## config.mk

```make
export PLATFORM = sky130hd
export DESIGN_NAME = uart_tx_arbiter
export DESIGN_NICKNAME = d
export VERILOG_FILES = /design/src/rtl/soc_pkg.sv /design/src/rtl/stall_timer.sv /design/src/rtl/uart_tx_arbiter.sv
export SDC_FILE = /design/constraint.sdc
export NUM_CORES = 1
export LEC_CHECK = 0
export ABC_AREA = 1
export CAP_MARGIN = 20
export CELL_PAD_IN_SITES_DETAIL_PLACEMENT = 1
export CELL_PAD_IN_SITES_GLOBAL_PLACEMENT = 2
export CORE_MARGIN = 2
export CORE_UTILIZATION = 28
export CTS_CLUSTER_SIZE = 30
export DETAILED_ROUTE_END_ITERATION = 16
export GPL_TIMING_DRIVEN = 0
export PLACE_DENSITY = 0.93
export SYNTH_ARGS = -nofsm -noshare
export SYNTH_HDL_FRONTEND = slang
export SYNTH_SLANG_ARGS = --single-unit
```

## constraint.sdc

```tcl
create_clock -name clock -period 3.7 [get_ports clock]
set_clock_uncertainty 0.1 [all_clocks]
set_input_delay 0.74 -clock clock [delete_from_list [all_inputs] [get_ports clock]]
set_output_delay 0.74 -clock clock [all_outputs]
set_load 0.1 [all_outputs]
```

## src/rtl/soc_pkg.sv

```systemverilog
// Shared types and constants for the UART transmit arbitration path.
package soc_pkg;

    localparam int UART_BYTE_W = 8;
    localparam int STALL_W     = 16;

    typedef enum logic [1:0] {
        ST_IDLE   = 2'd0,
        ST_GRANT0 = 2'd1,
        ST_GRANT1 = 2'd2
    } arb_state_e;

endpackage

```

## src/rtl/stall_timer.sv

```systemverilog
// Counts cycles in which the current owner holds valid low.
// expired stays high once the count reaches TIMEOUT_CYCLES.
module stall_timer
    import soc_pkg::*;
#(
    parameter int TIMEOUT_CYCLES = 1023
) (
    input  logic clock,
    input  logic reset,
    input  logic clear,
    input  logic enable,
    output logic expired
);

    localparam logic [STALL_W-1:0] LIMIT = STALL_W'(TIMEOUT_CYCLES);

    logic [STALL_W-1:0] count;

    // Saturates rather than wrapping, so expired cannot fall back low by itself.
    always_ff @(posedge clock) begin
        if (reset) begin
            count <= '0;
        end else if (clear) begin
            count <= '0;
        end else if (enable && (count != '1)) begin
            count <= count + 1'b1;
        end
    end

    assign expired = (count >= LIMIT);

endmodule

```

## src/rtl/uart_tx_arbiter.sv

```systemverilog
// Two-requester, packet-atomic round-robin arbiter in front of one UART
// transmitter; the owner's byte stream passes through with no added latency.
module uart_tx_arbiter
    import soc_pkg::*;
#(
    parameter int TIMEOUT_CYCLES = 1023
) (
    input  logic                   clock,
    input  logic                   reset,
    input  logic [UART_BYTE_W-1:0] req0_data,
    input  logic                   req0_valid,
    input  logic                   req0_last,
    output logic                   req0_ready,
    input  logic [UART_BYTE_W-1:0] req1_data,
    input  logic                   req1_valid,
    input  logic                   req1_last,
    output logic                   req1_ready,
    output logic [UART_BYTE_W-1:0] tx_data,
    output logic                   tx_valid,
    input  logic                   tx_ready,
    output logic [1:0]             grant,
    output logic                   timeout_pulse
);

    arb_state_e state, state_n;
    logic       last_served, last_served_n;
    logic       tmr_clear, tmr_enable, tmr_expired;

    stall_timer #(
        .TIMEOUT_CYCLES(TIMEOUT_CYCLES)
    ) u_stall_timer (
        .clock  (clock),
        .reset  (reset),
        .clear  (tmr_clear),
        .enable (tmr_enable),
        .expired(tmr_expired)
    );

    // last_served resets to 1 so requester 0 wins the first contention.
    always_ff @(posedge clock) begin
        if (reset) begin
            state       <= ST_IDLE;
            last_served <= 1'b1;
        end else begin
            state       <= state_n;
            last_served <= last_served_n;
        end
    end

    always_comb begin
        state_n       = state;
        last_served_n = last_served;
        tx_data       = '0;
        tx_valid      = 1'b0;
        req0_ready    = 1'b0;
        req1_ready    = 1'b0;
        grant         = 2'b00;
        timeout_pulse = 1'b0;
        tmr_clear     = 1'b0;
        tmr_enable    = 1'b0;
        case (state)
            ST_IDLE: begin
                tmr_clear = 1'b1;
                if (req0_valid && req1_valid) begin
                    state_n = last_served ? ST_GRANT0 : ST_GRANT1;
                end else if (req0_valid) begin
                    state_n = ST_GRANT0;
                end else if (req1_valid) begin
                    state_n = ST_GRANT1;
                end
            end
            ST_GRANT0: begin
                tx_data    = req0_data;
                tx_valid   = req0_valid;
                req0_ready = tx_ready;
                grant      = 2'b01;
                tmr_clear  = req0_valid;
                tmr_enable = !req0_valid;
                if (req0_valid && tx_ready && req0_last) begin
                    state_n       = ST_IDLE;
                    last_served_n = 1'b0;
                end else if (!req0_valid && tmr_expired) begin
                    timeout_pulse = 1'b1;
                    state_n       = ST_IDLE;
                    last_served_n = 1'b0;
                end
            end
            ST_GRANT1: begin
                tx_data    = req1_data;
                tx_valid   = req1_valid;
                req1_ready = tx_ready;
                grant      = 2'b10;
                tmr_clear  = req1_valid;
                tmr_enable = !req1_valid;
                if (req1_valid && tx_ready && req1_last) begin
                    state_n       = ST_IDLE;
                    last_served_n = 1'b1;
                end else if (!req1_valid && tmr_expired) begin
                    timeout_pulse = 1'b1;
                    state_n       = ST_IDLE;
                    last_served_n = 1'b1;
                end
            end
            default: state_n = ST_IDLE;
        endcase
    end

endmodule

```

==> flow_metrics.py <==
metrics = {
    "run": {
        "drv_cap": 0,
    },
    "timing": {
        "relSlewSlack": 0.341,
        "worst_pin_slew_ns": 0.985,
        "finalHoldViolCount": 0,
        "period_share": 0.951,
        "fmax_ghz": 0.284,
        "setup_viol": 0,
        "post-route-min-period_ns": 3.52,
        "slew_violations": 0,
    },
    "finish": {
        "post-route-cell-area_mm2": 0.00197,
        "nets": 294,
        "drive_gt1_frac": 0.129,
        "fin_cells": 333,
        "seq_area_um2": 380,
        "nFillCells": 665,
        "area_growth_pct": 35.1,
        "multi_input_area_um2": 905,
        "n_antenna_cell": 0,
    },
    "synth": {
        "yosys_most_used_dff": "dfxtp_1",
        "async_reset_ff_frac": 0,
        "synthDistinctLibCells": 31,
        "post_synth.cell_area_avg_um2": 6.53,
        "post-synth-top-area-cell": "dfxtp_1",
        "seq_area_frac_synth": 0.261,
        "ys_seq_elements": 19,
        "yosys_warnings": 0,
        "synth_cells": 223,
        "synth_edf_count": 0,
        "synth.net_count": 253,
        "synth_top_area_share": 0.261,
        "synthTopCellsByArea": "dfxtp_1, nand2_1, inv_1",
        "syn_area_mm2": 0.00146,
    },
    "place": {
        "postPlaceCellArea_mm2": 0.00190,
        "gp_congestion": 0.776,
        "portBuffers": 36,
        "placed_cells": 329,
        "hpwlAfterDp_um": 3120,
    },
    "clocking": {
        "root_buffer": "clkbuf_8",
        "clk_latency_ns": 0.26,
        "clk_pin_slew_worst_paths_ns": 0.08,
        "post_cts_buffers": 0,
        "cts_max_level": 1,
        "cts_tree": "yes",
        "clock_path_buffers": 2,
        "cts_buffers": 3,
        "clkSinkCount": 19,
    },
    "worst_setup_path": {
        "endpoint_kind": "primary output",
        "critical_path_class": "reg -> out",
        "cp-start-kind": "flop",
        "cp_top_family": "buffers and inverters",
        "critPathSlowestCell": "clkdlybuf4s50_1",
        "cp.buffers_inverters": 4,
        "worst_path_most_repeated_cell": "inv_1",
        "worstPathCellList": "inv_1 -> ha_1 -> clkbuf_1 -> nand2_1 -> inv_1 -> clkdlybuf4s50_1",
        "critPathMaxFanout": 10,
        "slowest_delay_ns": 1.13,
        "r2r_slack_ns": 1.54,
        "cp.arrival_ns": 2.68,
        "required_ns": 2.86,
    },
    "die": {
        "coreArea_mm2": 0.00507,
        "die_area_mm2": 0.00579,
        "io_pins": 37,
        "rows": 26,
        "start_util": 0.287,
        "die_h_um": 76.1,
        "die_x_um": 76.1,
    },
    "grt": {
        "antenna_found_initial": 0,
        "grt_max_degree": 11,
        "gr-usage-all-layers": 0.139,
        "grt_pass1_wl_um": 6740,
        "grt_pass1_vias": 1546,
        "gr-total-overflow": 0,
    },
    "power_and_ir_drop": {
        "p_leak_uw": 0.000887,
        "peakVddDrop_mv": 0.520,
        "p_per_area_mw_per_mm2": 651,
    },
    "drt": {
        "viasPerCell": 4.59,
        "wl_per_cell_um": 11.5,
        "num_vias": 1530,
        "dr.pass1.iters": 4,
        "route.detailed.drc": 0,
        "drtIter0Drc": 13,
        "finalWirelength_um": 3840,
        "drtAntennaViolNets": 0,
    },
    "outcome": {
        "status": "finished, final reports clean",
    },
    "hold_path": {
        "min_path_type": "reg -> reg",
    },
}
-- registers in the layout, summed over array words and instances (netlist names) --
name                 flops
u_stall_timer.count     16
state                    2
last_served              1
-- final timing paths --
kind | from | to | cells past startpoint
worst max-delay path | state[0] | req1_ready | 6
worst min-delay path | last_served | last_served | 2
worst max register to register | state[0] | u_stall_timer.count[15] | 11
worst min register to register | last_served | last_served | 2
-- cell usage in the layout (no fill, tap or decap), types with 2 or more instances in the layout --
cell type / instances
a21oi_1: 14
a21oi_2: 2
buf_6: 2
clkbuf_1: 3
clkbuf_8: 3
clkdlybuf4s50_1: 26
dfxtp_1: 19
dlymetal6s2s_1: 9
ha_1: 7
inv_1: 31
inv_2: 4
nand2_1: 57
nand2_2: 4
nand3_1: 13
nand3_2: 5
nand4_1: 5
nor2_1: 21
nor2_2: 3
nor3_1: 4
nor3_2: 2
nor3b_2: 3
o21ai_0: 10
o21ai_1: 2
xor2_1: 3
-- worst reg2reg max path, cell delays in order, from the launching register on --
cell	delay, ns
dfxtp_1	0.42
inv_1	0.12
ha_1	0.29
clkinv_1	0.27
a21oi_2	0.31
nand2_4	0.14
inv_4	0.08
buf_6	0.14
nand2_1	0.06
nand2_1	0.05
nand2_1	0.05
nor2_1	0.07
-- what timing repair did --
| item | CTS | global route |
|---|---|---|
| endpoints found under the setup margin | 1 | 10 |
| hold buffers | 0 | 0 |
| gates resized for setup | 1 | 11 |
| hold endpoints to repair | 0 | 0 |
-- report_power, final --
part / internal (uW) / switching (uW)
Combinational: 223 / 665
Sequential: 222 / 18.7
Clock: 76.8 / 74.6
-- cell families after synthesis --
| logic type | count (synthesis) | share of synthesized area |
|---|---|---|
| DFF | 19 | 0.261 |
| adders and majority gates | 7 | 0.0601 |
| buffers and inverters | 41 | 0.118 |
| and+or+nand+nor | 123 | 0.424 |
| xor gates and xnor gates | 4 | 0.0241 |
| AOI/OAI and AO/OA | 29 | 0.113 |
-- stage by stage --
stage	total power, uW	util	hold WS (ns)	setup TNS [ns]	worst slack [ns]
2_1_floorplan	933	-	0.324	0	0.392
3_3_place_gp	1150	0.375	0.337	-0.0971	-0.0971
3_5_place_dp	1150	0.375	0.348	-0.0882	-0.0882
4_1_cts	1310	0.384	0.370	0	0.0207
5_1_grt	1380	0.388	0.397	-0.00664	-0.00664
6_report	1280	0.388	0.363	0	0.181
-- synth_stat cells (all sizes together) (3+ instances only) --
master / number
nand2: 62
inv: 36
nor2: 25
dfxtp: 19
nand3: 18
a21oi: 17
o21ai: 12
ha: 7
nor3: 7
nand4: 5
nor3b: 3
xor2: 3
-- layout make-up --
cell class | count | area share
timing repair buffer | 36 | 0.192
clock buffer | 4 | 0.0229
multi-input combinational | 163 | 0.460
tap | 70 | 0.0445
buffer | 4 | 0.0153
inverter | 37 | 0.0719
sequential | 19 | 0.193
-- layer usage --
layer	part of all wire	wire, um	GRT usage	up-vias
li1	-	-	-	783
met1	0.43	1650	0.160	698
met2	0.50	1920	0.256	44
met3	0.059	227	0.0355	5
met4	0.0094	36	0.0327	0
met5	0	0	0	-
Note: power is estimated with default switching activity, not from simulation.
